`src/rtl/sipo.sv`:
```
// Serial-in parallel-out deserializer for the DCSK receive path.
// Bits arrive one per i_shift strobe and are assembled into WIDTH-bit words.
// Each finished word is copied into a single holding register, which is
// offered downstream on a valid/ready port. A word that finishes while the
// holding register is still occupied is dropped, and o_overrun pulses.
module sipo #(
    parameter int WIDTH     = 16,
    parameter bit LSB_FIRST = 1'b1
) (
    input  logic             i_clk,
    input  logic             i_arst_n,
    input  logic             i_bit,
    input  logic             i_shift,
    input  logic             i_clear,
    output logic [WIDTH-1:0] o_data,
    output logic             o_valid,
    input  logic             i_ready,
    output logic             o_busy,
    output logic             o_overrun
);

    localparam int CW = (WIDTH > 1) ? $clog2(WIDTH) : 1;
    localparam logic [CW-1:0] LAST = CW'(WIDTH - 1);

    logic [CW-1:0]    cnt;
    logic [CW-1:0]    pos;
    logic [WIDTH-1:0] sreg;
    logic [WIDTH-1:0] word_next;
    logic             take;
    logic             done;
    logic             accept;

    // A clear in the same cycle as a strobe discards that bit.
    assign take   = i_shift & ~i_clear;
    assign done   = take & (cnt == LAST);
    assign accept = o_valid & i_ready;
    assign o_busy = (cnt != '0);

    // Word as it would look with the current bit merged in; on the final
    // bit this is the complete word that goes to the holding register.
    always_comb begin
        pos       = LSB_FIRST ? cnt : (LAST - cnt);
        word_next = sreg;
        word_next[pos] = i_bit;
    end

    // Bit counter and assembly register; counter wraps only on completion.
    always_ff @(posedge i_clk or negedge i_arst_n) begin
        if (!i_arst_n) begin
            cnt  <= '0;
            sreg <= '0;
        end else if (i_clear) begin
            cnt <= '0;
        end else if (take) begin
            sreg <= word_next;
            cnt  <= done ? '0 : (cnt + CW'(1));
        end
    end

    // Holding register, valid/ready handshake and overrun pulse. A
    // completion landing on an accept edge refills the register directly.
    always_ff @(posedge i_clk or negedge i_arst_n) begin
        if (!i_arst_n) begin
            o_data    <= '0;
            o_valid   <= 1'b0;
            o_overrun <= 1'b0;
        end else begin
            o_overrun <= done & o_valid & ~i_ready;
            if (done && (!o_valid || i_ready)) begin
                o_data  <= word_next;
                o_valid <= 1'b1;
            end else if (accept) begin
                o_valid <= 1'b0;
            end
        end
    end

endmodule

```
`config.mk`:
```
export PLATFORM = sky130hd
export DESIGN_NAME = sipo
export DESIGN_NICKNAME = d
export VERILOG_FILES = /design/src/rtl/sipo.sv
export SDC_FILE = /design/constraint.sdc
export NUM_CORES = 1
export LEC_CHECK = 0
export CAP_MARGIN = 15
export CORE_ASPECT_RATIO = 1.25
export CORE_MARGIN = 8
export CORE_UTILIZATION = 45
export CTS_CLUSTER_SIZE = 40
export DETAILED_ROUTE_END_ITERATION = 7
export GPL_ROUTABILITY_DRIVEN = 0
export MAX_ROUTING_LAYER = met4
export PLACE_DENSITY = 0.76
export SLEW_MARGIN = 20
export SYNTH_ARGS = -nofsm -noshare
export SYNTH_HDL_FRONTEND = slang
export SYNTH_SLANG_ARGS = --single-unit
```
`constraint.sdc`:
```
create_clock -name i_clk -period 1.8 [get_ports i_clk]
set_clock_uncertainty 0.1 [all_clocks]
set_input_delay 0.45 -clock i_clk [delete_from_list [all_inputs] [get_ports i_clk]]
set_output_delay 0.45 -clock i_clk [all_outputs]
set_load 0.01 [all_outputs]
```
==> results_tabular.tex, run 1 <==
\begin{tabular}{lr}
\hline
Metric & Value \\
\hline
\multicolumn{2}{l}{\textbf{Status}} \\
Status & complete, but fails checks \\
Failing checks & negative setup slack \\
\multicolumn{2}{l}{\textbf{Critical path}} \\
WS Path Type & reg -> out \\
Buffer and inverter count on the worst path & 3 \\
Max stage delay on crit path & 410 ps \\
Top Family by Delay on Critical Path & flip-flops \\
Worst path slowest cell & dfrtp\_1 \\
Crit path cell chain & clkinv\_2, ha\_4, nor3b\_4, inv\_1, buf\_6 \\
Max FO, Critical Path & 2 \\
Data required time of the worst path & 1250 ps \\
Data arrival time of the worst path & 1310 ps \\
Type of origin of the critical path & flop \\
Kind of end point of the critical path & primary output \\
\multicolumn{2}{l}{\textbf{Floorplanning}} \\
Area inside the core boundary & 3820 µm² \\
\# IOs & 25 \\
Die Area & 6280 µm² \\
Width of the chip & 72.5 µm \\
Height of the die & 86.6 µm \\
Site row count & 25 \\
Starting Density & 47.1\% \\
\multicolumn{2}{l}{\textbf{Logic synthesis}} \\
Number of storage elements in the synthesis netlist & 37 \\
Number of instances in the synthesized netlist & 169 \\
Cell area after technology mapping & 1800 µm² \\
Synth warn & 0 \\
Sequential share of the synthesized area & 51.5\% \\
Netlist cell types & 22 \\
Post-synthesis average cell area & 10.6 µm² \\
Net count after synthesis & 180 \\
\multicolumn{2}{l}{\textbf{Power and ir drop}} \\
Combinational fraction of design power & 15.5\% \\
P per Cell Area & 855 nW/µm² \\
Cell internal pwr & 0.00152 W \\
Largest vdd supply drop & 0.652 mV \\
Switching Share & 25.3\% \\
Clock share of power & 37.0\% \\
Pleak & 1.14 nW \\
Switching power of the nets & 0.000514 W \\
Overall Power & 0.00203 W \\
Sequential cell fraction of total power & 47.5\% \\
\multicolumn{2}{l}{\textbf{Final layout}} \\
Layout Nets & 221 \\
Register cell area after layout & 926 µm² \\
Area growth from synthesis to layout & 32.4\% \\
\# fillers & 328 \\
Antenna Diode Count & 0 \\
Fraction of layout cells with a size suffix above 1 & 18.0\% \\
Total area of multi-input combinational cells & 776 µm² \\
Post-Layout Cell Count & 265 \\
\multicolumn{2}{l}{\textbf{STA}} \\
Final period demand of the worst path & 1860 ps \\
Rel. slew slack & 80.2\% \\
Post-Route Setup TNS & -56.7 ps \\
Final worst slack & -56.7 ps \\
RSZ-0062 raised after global routing & yes \\
Ratio of final minimum period to clock period & 103\% \\
Slew of the pin with the lowest slew margin & 297 ps \\
Upper clock frequency limit & 539 MHz \\
Setup-violating endpoint count in the final report & 1 \\
Final hold violation count & 0 \\
Number of slew-limit violations in the final report & 0 \\
\multicolumn{2}{l}{\textbf{Detailed routing}} \\
1st-iter DRT viols & 62 \\
Routed wire length per instance & 15.5 µm \\
Detail-routed via count per cell & 4.97 \\
Number of design rule violations left after detail routing & 0 \\
Via count & 1317 \\
Total Routed Length & 4110 µm \\
First drt pass iteration count & 4 \\
Number of routed nets with antenna violations & 0 \\
\multicolumn{2}{l}{\textbf{GRT}} \\
Gr ovfl total & 0 \\
Wire length of the first global-routing pass & 6710 µm \\
Vias in the first global route & 1411 \\
Overall fraction of global-route tracks in use & 14.3\% \\
Pin count of the biggest net entering global routing & 38 \\
Antenna violations before repair & 0 \\
\multicolumn{2}{l}{\textbf{Clock network}} \\
Worst skew pair latency & 290 ps \\
Clock H-tree levels & 2 \\
Clock tree from TritonCTS & yes \\
Cts hold-fix bufs & 0 \\
Inserted Clock Buffers & 5 \\
Root cell of the clock tree & clkbuf\_8 \\
Clock transition time at the flip-flop clock pins of the worst setup and hold paths & 70 ps \\
Number of buffers on the longest clock path & 2 \\
Clock sink total & 37 \\
\multicolumn{2}{l}{\textbf{Placed design}} \\
Placed insts & 253 \\
Total of buffers placed on input and output ports & 24 \\
Sum of net half-perimeters after detailed placement & 2740 µm \\
\multicolumn{2}{l}{\textbf{Job}} \\
Number of max-cap violations & 0 \\
\multicolumn{2}{l}{\textbf{Min path}} \\
Hold Crit Class & reg -> reg \\
\hline
\end{tabular}
[power by group through the flow]
stage | logic [W] | registers (W) | clock network, W
6_report | 0.000316 | 0.000966 | 0.000753
2_1_floorplan | 0.000156 | 0.000978 | 0
5_1_grt | 0.000354 | 0.000976 | 0.000786
3_5_place_dp | 0.000303 | 0.000980 | 0
4_1_cts | 0.000318 | 0.000965 | 0.000756
3_3_place_gp | 0.000285 | 0.000972 | 0
[through the flow]
stage | hold slack [ps] | util [%] | area, µm² | setup WS (ps)
5_1_grt | 430 | 62.3 | 2380 | -105
3_3_place_gp | 367 | 57.1 | 2180 | -177
4_1_cts | 394 | 61.0 | 2330 | -46.3
6_report | 391 | 62.3 | 2380 | -56.7
2_1_floorplan | 54.4 | - | 1800 | 138
3_5_place_dp | 377 | 57.1 | 2180 | -223
[worst paths after layout]
check,start,endpoint,slack (ps),cells after the start
max,cnt[1],o_busy,-60,5
min,sreg[4],sreg[4],390,2
max reg2reg,cnt[1],o_data[15],10,6
min in group asynchronous,i_arst_n,o_overrun,430,2
min reg2reg,sreg[4],sreg[4],390,2
max in group asynchronous,i_arst_n,sreg[10],980,2
[placed cells by master (no fill, tap or decap)]
cell / netlist / layout
buf_12: 1 / 1
a21oi_1: 5 / 5
dfrtp_1: 37 / 37
clkinv_2: 0 / 1
mux2_1: 1 / 1
clkbuf_1: 5 / 1
ha_2: 0 / 1
nor3b_4: 0 / 2
dlymetal6s2s_1: 0 / 1
nand3b_1: 9 / 9
nand2b_2: 1 / 1
or4_1: 1 / 1
dlygate4sd2_1: 0 / 1
clkbuf_8: 0 / 6
nor2_1: 2 / 2
inv_2: 0 / 1
nand3_1: 5 / 4
ha_1: 5 / 3
ha_4: 0 / 1
nor3b_1: 4 / 2
or2_1: 1 / 1
nand2b_1: 1 / 1
mux2i_1: 31 / 31
clkdlybuf4s50_1: 0 / 21
bufinv_16: 0 / 1
nand3_2: 0 / 1
buf_6: 0 / 3
buf_4: 1 / 18
inv_1: 18 / 17
nand2_1: 18 / 18
o21ai_1: 17 / 17
nor3b_2: 1 / 1
[flip-flops by register name, indices dropped and copies added, names as in the netlist]
signal,cells
cnt,4
o_data,16
o_overrun,1
o_valid,1
sreg,15
[Yosys cell counts]
cell	number	area share, %
dfrtp_1	37	52
inv_1	18	3.8
a21oi_1	5	1.4
or2_1	1	0.35
buf_12	1	1.1
nand2_1	18	3.8
nor3b_2	1	0.70
nor3b_1	4	1.7
buf_2	4	1.1
mux2_1	1	0.63
o21ai_1	17	4.7
ha_1	5	3.5
nand3b_1	9	3.8
nor2_1	2	0.42
clkbuf_1	5	1.0
nand2b_2	1	0.49
nand2b_1	1	0.35
buf_4	1	0.42
nand3_1	5	1.4
or4_1	1	0.42
clkinv_1	1	0.21
mux2i_1	31	17
[tightest hold or removal path: cells and delay by family, from the launching register on]
family | cells | cell delay [ps]
compound gates | 1 | 60
flops | 1 | 350
simple gates | 1 | 50
[what timing repair did]
action | 4_1_cts | 5_1_grt
setup endpoints to repair | 2 | 18
buffers inserted | 1 | 2
cloned | 0 | 1
gates resized for setup | 12 | 9
pin swaps | 1 | 1
[kinds of logic after synthesis]
family | Yosys count | share of synthesized area, %
adder cells (fa/ha/maj) | 5 | 3.48
AND/OR/NAND/NOR | 43 | 13.3
buffers and inverters | 30 | 7.66
multiplexers | 32 | 17.9
flip-flops | 37 | 51.5
AO/OA/AOI/OAI | 22 | 6.13
[layer usage]
metal | GRT usage, % | part of all wire, % | vias to the layer above
li1 | - | - | 639
met1 | 15.2 | 45 | 645
met2 | 23.7 | 49 | 27
met3 | 4.27 | 3.7 | 6
met4 | 7.30 | 2.1 | 0
met5 | - | 0 | -
[layout make-up]
class	instances	share of cell area, %
multi-input cells	102	32.6
clock inverters	1	1.26
clock buffers	7	3.63
repair buffers	45	17.7
well taps	54	2.84
flip-flops and latches	37	38.9
inverters	19	3.05
No activity file was read; power rests on OpenSTA's default activity.
==> inputs of run 2 (changes only) <==
Settings changed: CORE_MARGIN 8 to 10, SLEW_MARGIN 20 to 40.
==> results_tabular.tex, run 2 (same netlist as run 1, synthesis figures left out) <==
\begin{tabular}{lr}
\hline
Metric & Value \\
\hline
\multicolumn{2}{l}{\textbf{Status}} \\
Status & complete, but fails checks \\
Failing checks & negative setup slack \\
\multicolumn{2}{l}{\textbf{Clock network}} \\
Number of buffers on the longest clock path & 2 \\
Root cell of the clock tree & clkbuf\_8 \\
Cts hold-fix bufs & 0 \\
Clock tree from TritonCTS & yes \\
Clock transition time at the flip-flop clock pins of the worst setup and hold paths & 70 ps \\
Inserted Clock Buffers & 5 \\
Clock H-tree levels & 2 \\
Worst skew pair latency & 290 ps \\
Clock sink total & 37 \\
\multicolumn{2}{l}{\textbf{Critical path}} \\
R2R cell count & 6 \\
Crit path cell chain & inv\_2, ha\_4, nor3b\_4, inv\_1, buf\_6 \\
Crit path launch & cnt[0] \\
Worst path slowest cell & dfrtp\_1 \\
Max stage delay on crit path & 400 ps \\
Data required time of the worst path & 1250 ps \\
Startpoint of the worst-slack reg-to-reg timing path & cnt[0] \\
Stages on the worst setup path & 5 \\
Type of origin of the critical path & flop \\
Kind of end point of the critical path & primary output \\
Data arrival time of the worst path & 1280 ps \\
WS Path Type & reg -> out \\
Max FO, Critical Path & 2 \\
Top Family by Delay on Critical Path & flip-flops \\
Buffer and inverter count on the worst path & 3 \\
\multicolumn{2}{l}{\textbf{Final layout}} \\
Most common library cell in the layout ignoring fill and taps & dfrtp\_1 \\
\# fillers & 330 \\
Layout Utilization & 61.5\% \\
Layout Nets & 221 \\
Largest registers in the final layout & o\_data (16), sreg (15), cnt (4) \\
Fraction of layout cells with a size suffix above 1 & 17.1\% \\
Register cell area after layout & 926 µm² \\
Most frequent cells in the layout & dfrtp\_1 (37), mux2i\_1 (31), clkdlybuf4s50\_1 (22), nand2\_1 (18) \\
Final std cell area, no fill & 2350 µm² \\
Area growth from synthesis to layout & 30.7\% \\
Top reg by flops & o\_data \\
Total area of multi-input combinational cells & 773 µm² \\
Antenna Diode Count & 0 \\
Largest register FFs & 16 \\
\multicolumn{2}{l}{\textbf{Power and ir drop}} \\
P per Cell Area & 786 nW/µm² \\
Pleak & 1.13 nW \\
Largest vdd supply drop & 0.534 mV \\
\multicolumn{2}{l}{\textbf{STA}} \\
Rel. slew slack & 81.1\% \\
Slew of the pin with the lowest slew margin & 283 ps \\
Worst Hold Slack & 387 ps \\
Final worst slack & -27.6 ps \\
Setup-violating endpoint count in the final report & 1 \\
Ratio of final minimum period to clock period & 102\% \\
Final hold violation count & 0 \\
RSZ-0062 raised after global routing & yes \\
Upper clock frequency limit & 547 MHz \\
Final period demand of the worst path & 1830 ps \\
Number of slew-limit violations in the final report & 0 \\
\multicolumn{2}{l}{\textbf{Detailed routing}} \\
Number of routed nets with antenna violations & 0 \\
Routed wire length per instance & 14.5 µm \\
First drt pass iteration count & 4 \\
Number of design rule violations left after detail routing & 0 \\
1st-iter DRT viols & 112 \\
Via count & 1299 \\
Total Routed Length & 3830 µm \\
Detail-routed via count per cell & 4.90 \\
\multicolumn{2}{l}{\textbf{Min path}} \\
Start point of the worst min-delay path & sreg[2] \\
Hold Crit Class & reg -> reg \\
Worst hold path cell count & 2 \\
\multicolumn{2}{l}{\textbf{GRT}} \\
Wire length of the first global-routing pass & 6480 µm \\
Vias in the first global route & 1349 \\
Pin count of the biggest net entering global routing & 38 \\
Gr ovfl total & 0 \\
Antenna violations before repair & 0 \\
Overall fraction of global-route tracks in use & 11.8\% \\
\multicolumn{2}{l}{\textbf{Floorplanning}} \\
Area inside the core boundary & 3820 µm² \\
Starting Density & 47.1\% \\
Die Area & 6940 µm² \\
Site row count & 25 \\
Width of the chip & 76.5 µm \\
Height of the die & 90.6 µm \\
\# IOs & 25 \\
\multicolumn{2}{l}{\textbf{Placed design}} \\
Setup WS pre-CTS & -254 ps \\
Placed inst area & 2190 µm² \\
Total of buffers placed on input and output ports & 24 \\
Sum of net half-perimeters after detailed placement & 2650 µm \\
\multicolumn{2}{l}{\textbf{Job}} \\
Number of max-cap violations & 0 \\
\hline
\end{tabular}
run 2: where the power goes:
part	internal [W]	switching [W]
Clock	0.000274	0.000297
Sequential	0.000917	0.0000461
Combinational	0.000152	0.000160
Total	0.00134	0.000503
run 2: stage by stage:
step / instances / setup TNS, ps / total power (W)
3_5_place_dp: 254 / -3250 / 0.00127
5_1_grt: 265 / -535 / 0.00193
2_1_floorplan: 169 / 0 / 0.00113
6_report: 265 / -27.6 / 0.00185
4_1_cts: 263 / -30.6 / 0.00185
3_3_place_gp: 254 / -2640 / 0.00126
run 2: worst min-delay path, stage by stage (launching register included):
cell and delay [ps]:
dfrtp_1 340, nand2_1 50, o21ai_1 60
run 2: area by class of cell:
class	count	area share, %
multi-input combinational	102	32.9
inverter	19	3.09
clock inverter	1	0.320
tap	54	2.88
clock buffer	7	3.25
timing repair buffer	45	18.1
sequential	37	39.4
run 2: path summary, 6_finish.rpt:
| kind | end | slack [ps] |
|---|---|---|
| max in group asynchronous | o_overrun | 990 |
| worst max register to register | o_data[15] | 30 |
| min in group asynchronous | sreg[14] | 430 |
| worst min register to register | sreg[2] | 390 |
| worst min-delay path | sreg[2] | 390 |
| worst max-delay path | o_busy | -30 |
run 2: metal layers:
metal	part of all wire [%]	GRT usage (%)	vias up
met3	4.4	3.29	5
met2	54	20.2	29
met4	1.7	5.43	0
met1	40	12.2	624
met5	0	-	-
li1	-	-	641
run 2: what timing repair did:
action | 4_1_cts | 5_1_grt
setup buffers | 1 | 2
endpoints found under the setup margin | 1 | 17
pin swaps | 0 | 2
resized for setup | 11 | 7
endpoints found under the hold margin | 0 | 0
==> inputs of run 3 (changes only) <==
Settings changed: CELL_PAD_IN_SITES_DETAIL_PLACEMENT from default to 0, CELL_PAD_IN_SITES_GLOBAL_PLACEMENT from default to 1, CORE_UTILIZATION 45 to 25, PLACE_DENSITY 0.76 to 0.59.
==> results_tabular.tex, run 3 (same netlist as run 1, synthesis figures left out) <==
\begin{tabular}{lr}
\hline
Metric & Value \\
\hline
\multicolumn{2}{l}{\textbf{Placed design}} \\
Total of buffers placed on input and output ports & 24 \\
Placed inst area & 2250 µm² \\
Sum of net half-perimeters after detailed placement & 2720 µm \\
Placed insts & 291 \\
\multicolumn{2}{l}{\textbf{STA}} \\
Final period demand of the worst path & 1850 ps \\
Final hold violation count & 0 \\
Upper clock frequency limit & 541 MHz \\
RSZ-0062 raised after global routing & yes \\
Final worst slack & -49.8 ps \\
Number of slew-limit violations in the final report & 0 \\
Slew of the pin with the lowest slew margin & 299 ps \\
Worst Hold Slack & 10.2 ps \\
Rel. slew slack & 80.0\% \\
Setup-violating endpoint count in the final report & 1 \\
Ratio of final minimum period to clock period & 103\% \\
\multicolumn{2}{l}{\textbf{Floorplanning}} \\
\# IOs & 25 \\
Starting Density & 25.8\% \\
Die Area & 11000 µm² \\
Area inside the core boundary & 6980 µm² \\
Site row count & 34 \\
Height of the die & 115 µm \\
Width of the chip & 95.8 µm \\
\multicolumn{2}{l}{\textbf{Critical path}} \\
Max FO, Critical Path & 2 \\
Data arrival time of the worst path & 1300 ps \\
Type of origin of the critical path & flop \\
WS Path Type & reg -> out \\
Kind of end point of the critical path & primary output \\
Data required time of the worst path & 1250 ps \\
\multicolumn{2}{l}{\textbf{Power and ir drop}} \\
Clock share of power & 31.8\% \\
Switching power of the nets & 0.000500 W \\
Switching Share & 26.5\% \\
Largest vdd supply drop & 0.316 mV \\
P per Cell Area & 770 nW/µm² \\
Combinational fraction of design power & 17.2\% \\
Overall Power & 0.00188 W \\
Sequential cell fraction of total power & 51.0\% \\
Cell internal pwr & 0.00138 W \\
Pleak & 1.13 nW \\
\multicolumn{2}{l}{\textbf{Final layout}} \\
Layout Nets & 223 \\
Area growth from synthesis to layout & 36.1\% \\
Antenna Diode Count & 0 \\
Most frequent cells in the layout & dfrtp\_1 (37), mux2i\_1 (29), clkdlybuf4s50\_1 (21), nand2\_1 (18), buf\_4 (18) \\
Fraction of layout cells with a size suffix above 1 & 20.8\% \\
Post-Layout Cell Count & 302 \\
Largest register FFs & 16 \\
Most common library cell in the layout ignoring fill and taps & dfrtp\_1 \\
Layout Utilization & 35.0\% \\
Largest registers in the final layout & o\_data (16), sreg (15), cnt (4) \\
Final std cell area, no fill & 2440 µm² \\
Top reg by flops & o\_data \\
\multicolumn{2}{l}{\textbf{GRT}} \\
Pin count of the biggest net entering global routing & 38 \\
Overall fraction of global-route tracks in use & 8.47\% \\
Antenna violations before repair & 0 \\
Vias in the first global route & 1361 \\
Gr ovfl total & 0 \\
Wire length of the first global-routing pass & 7100 µm \\
\multicolumn{2}{l}{\textbf{Detailed routing}} \\
Total Routed Length & 4070 µm \\
First drt pass iteration count & 4 \\
Routed wire length per instance & 13.5 µm \\
Number of design rule violations left after detail routing & 0 \\
Number of routed nets with antenna violations & 0 \\
1st-iter DRT viols & 75 \\
Via count & 1277 \\
Detail-routed via count per cell & 4.23 \\
\multicolumn{2}{l}{\textbf{Status}} \\
Failing checks & negative setup slack \\
Status & complete, but fails checks \\
\multicolumn{2}{l}{\textbf{Clock network}} \\
Cts hold-fix bufs & 0 \\
Clock sink total & 37 \\
Clock H-tree levels & 2 \\
Inserted Clock Buffers & 5 \\
Root cell of the clock tree & clkbuf\_8 \\
Worst skew pair latency & 280 ps \\
Clock tree from TritonCTS & yes \\
Number of buffers on the longest clock path & 2 \\
Clock transition time at the flip-flop clock pins of the worst setup and hold paths & 80 ps \\
\multicolumn{2}{l}{\textbf{Min path}} \\
Hold Crit Class & in -> async \\
\multicolumn{2}{l}{\textbf{Job}} \\
Number of max-cap violations & 0 \\
\hline
\end{tabular}
-- run 3: cell count changes in the layout (fill, tap and decap cells not counted), moves of 2 or more --
cell / before / now
ha_1: 4 / 2
ha_4: 1 / 3
mux2i_1: 31 / 29
mux2i_2: 0 / 2
-- run 3: path summary, 6_finish.rpt --
check	start	end	slack, ps	cells after the start
max	cnt[1]	o_busy	-50	6
min	i_arst_n	o_data[14]	10	2
max reg2reg	cnt[1]	o_data[9]	170	6
min reg2reg	sreg[1]	sreg[1]	390	2
max in group asynchronous	i_arst_n	sreg[0]	1380	2
min in group i_clk	sreg[1]	sreg[1]	390	2
-- run 3: layout make-up --
| cell class | count | area (µm²) |
|---|---|---|
| sequential | 37 | 926 |
| inverter | 19 | 72.6 |
| timing repair buffer | 47 | 448 |
| fill | 746 | 4530 |
| multi-input combinational | 102 | 800 |
| clock buffer | 7 | 86.3 |
| tap | 90 | 113 |
-- run 3: power groups by stage --
stage          Clock [W]  Sequential (W)  Combinational [W]
5_1_grt         0.000653        0.000972           0.000375
3_5_place_dp           0        0.000976           0.000301
4_1_cts         0.000616        0.000960           0.000319
6_report        0.000598        0.000961           0.000324
3_3_place_gp           0        0.000973           0.000297
2_1_floorplan          0        0.000978           0.000156
-- run 3: critical path, stage by stage (launching register included) --
cell,delay (ps)
dfrtp_1,370
clkinv_2,90
ha_4,160
nor3b_2,140
buf_4,130
inv_2,40
buf_6,90
-- run 3: timing repair --
| action | 4_1_cts | 5_1_grt |
|---|---|---|
| gates resized for setup | 12 | 12 |
| pin swaps | 1 | 1 |
| setup endpoints to repair | 1 | 22 |
| setup buffers | 5 | 1 |
-- run 3: metal layers --
metal	part of all wire (%)	wire, µm	track usage, %	vias to the layer above
li1	-	-	-	641
met1	47	1930	10.5	610
met2	48	1940	13.0	20
met3	3.4	139	2.15	6
met4	1.5	62	2.96	0
met5	0	0	-	-
-- run 3: metrics by stage --
stage	TNS [ps]	setup slack, ps
floorplan	0	138
CTS	-120	-79.2
detailed placement	-4020	-258
global route	-123	-123
global placement	-2950	-222
finish	-49.8	-49.8
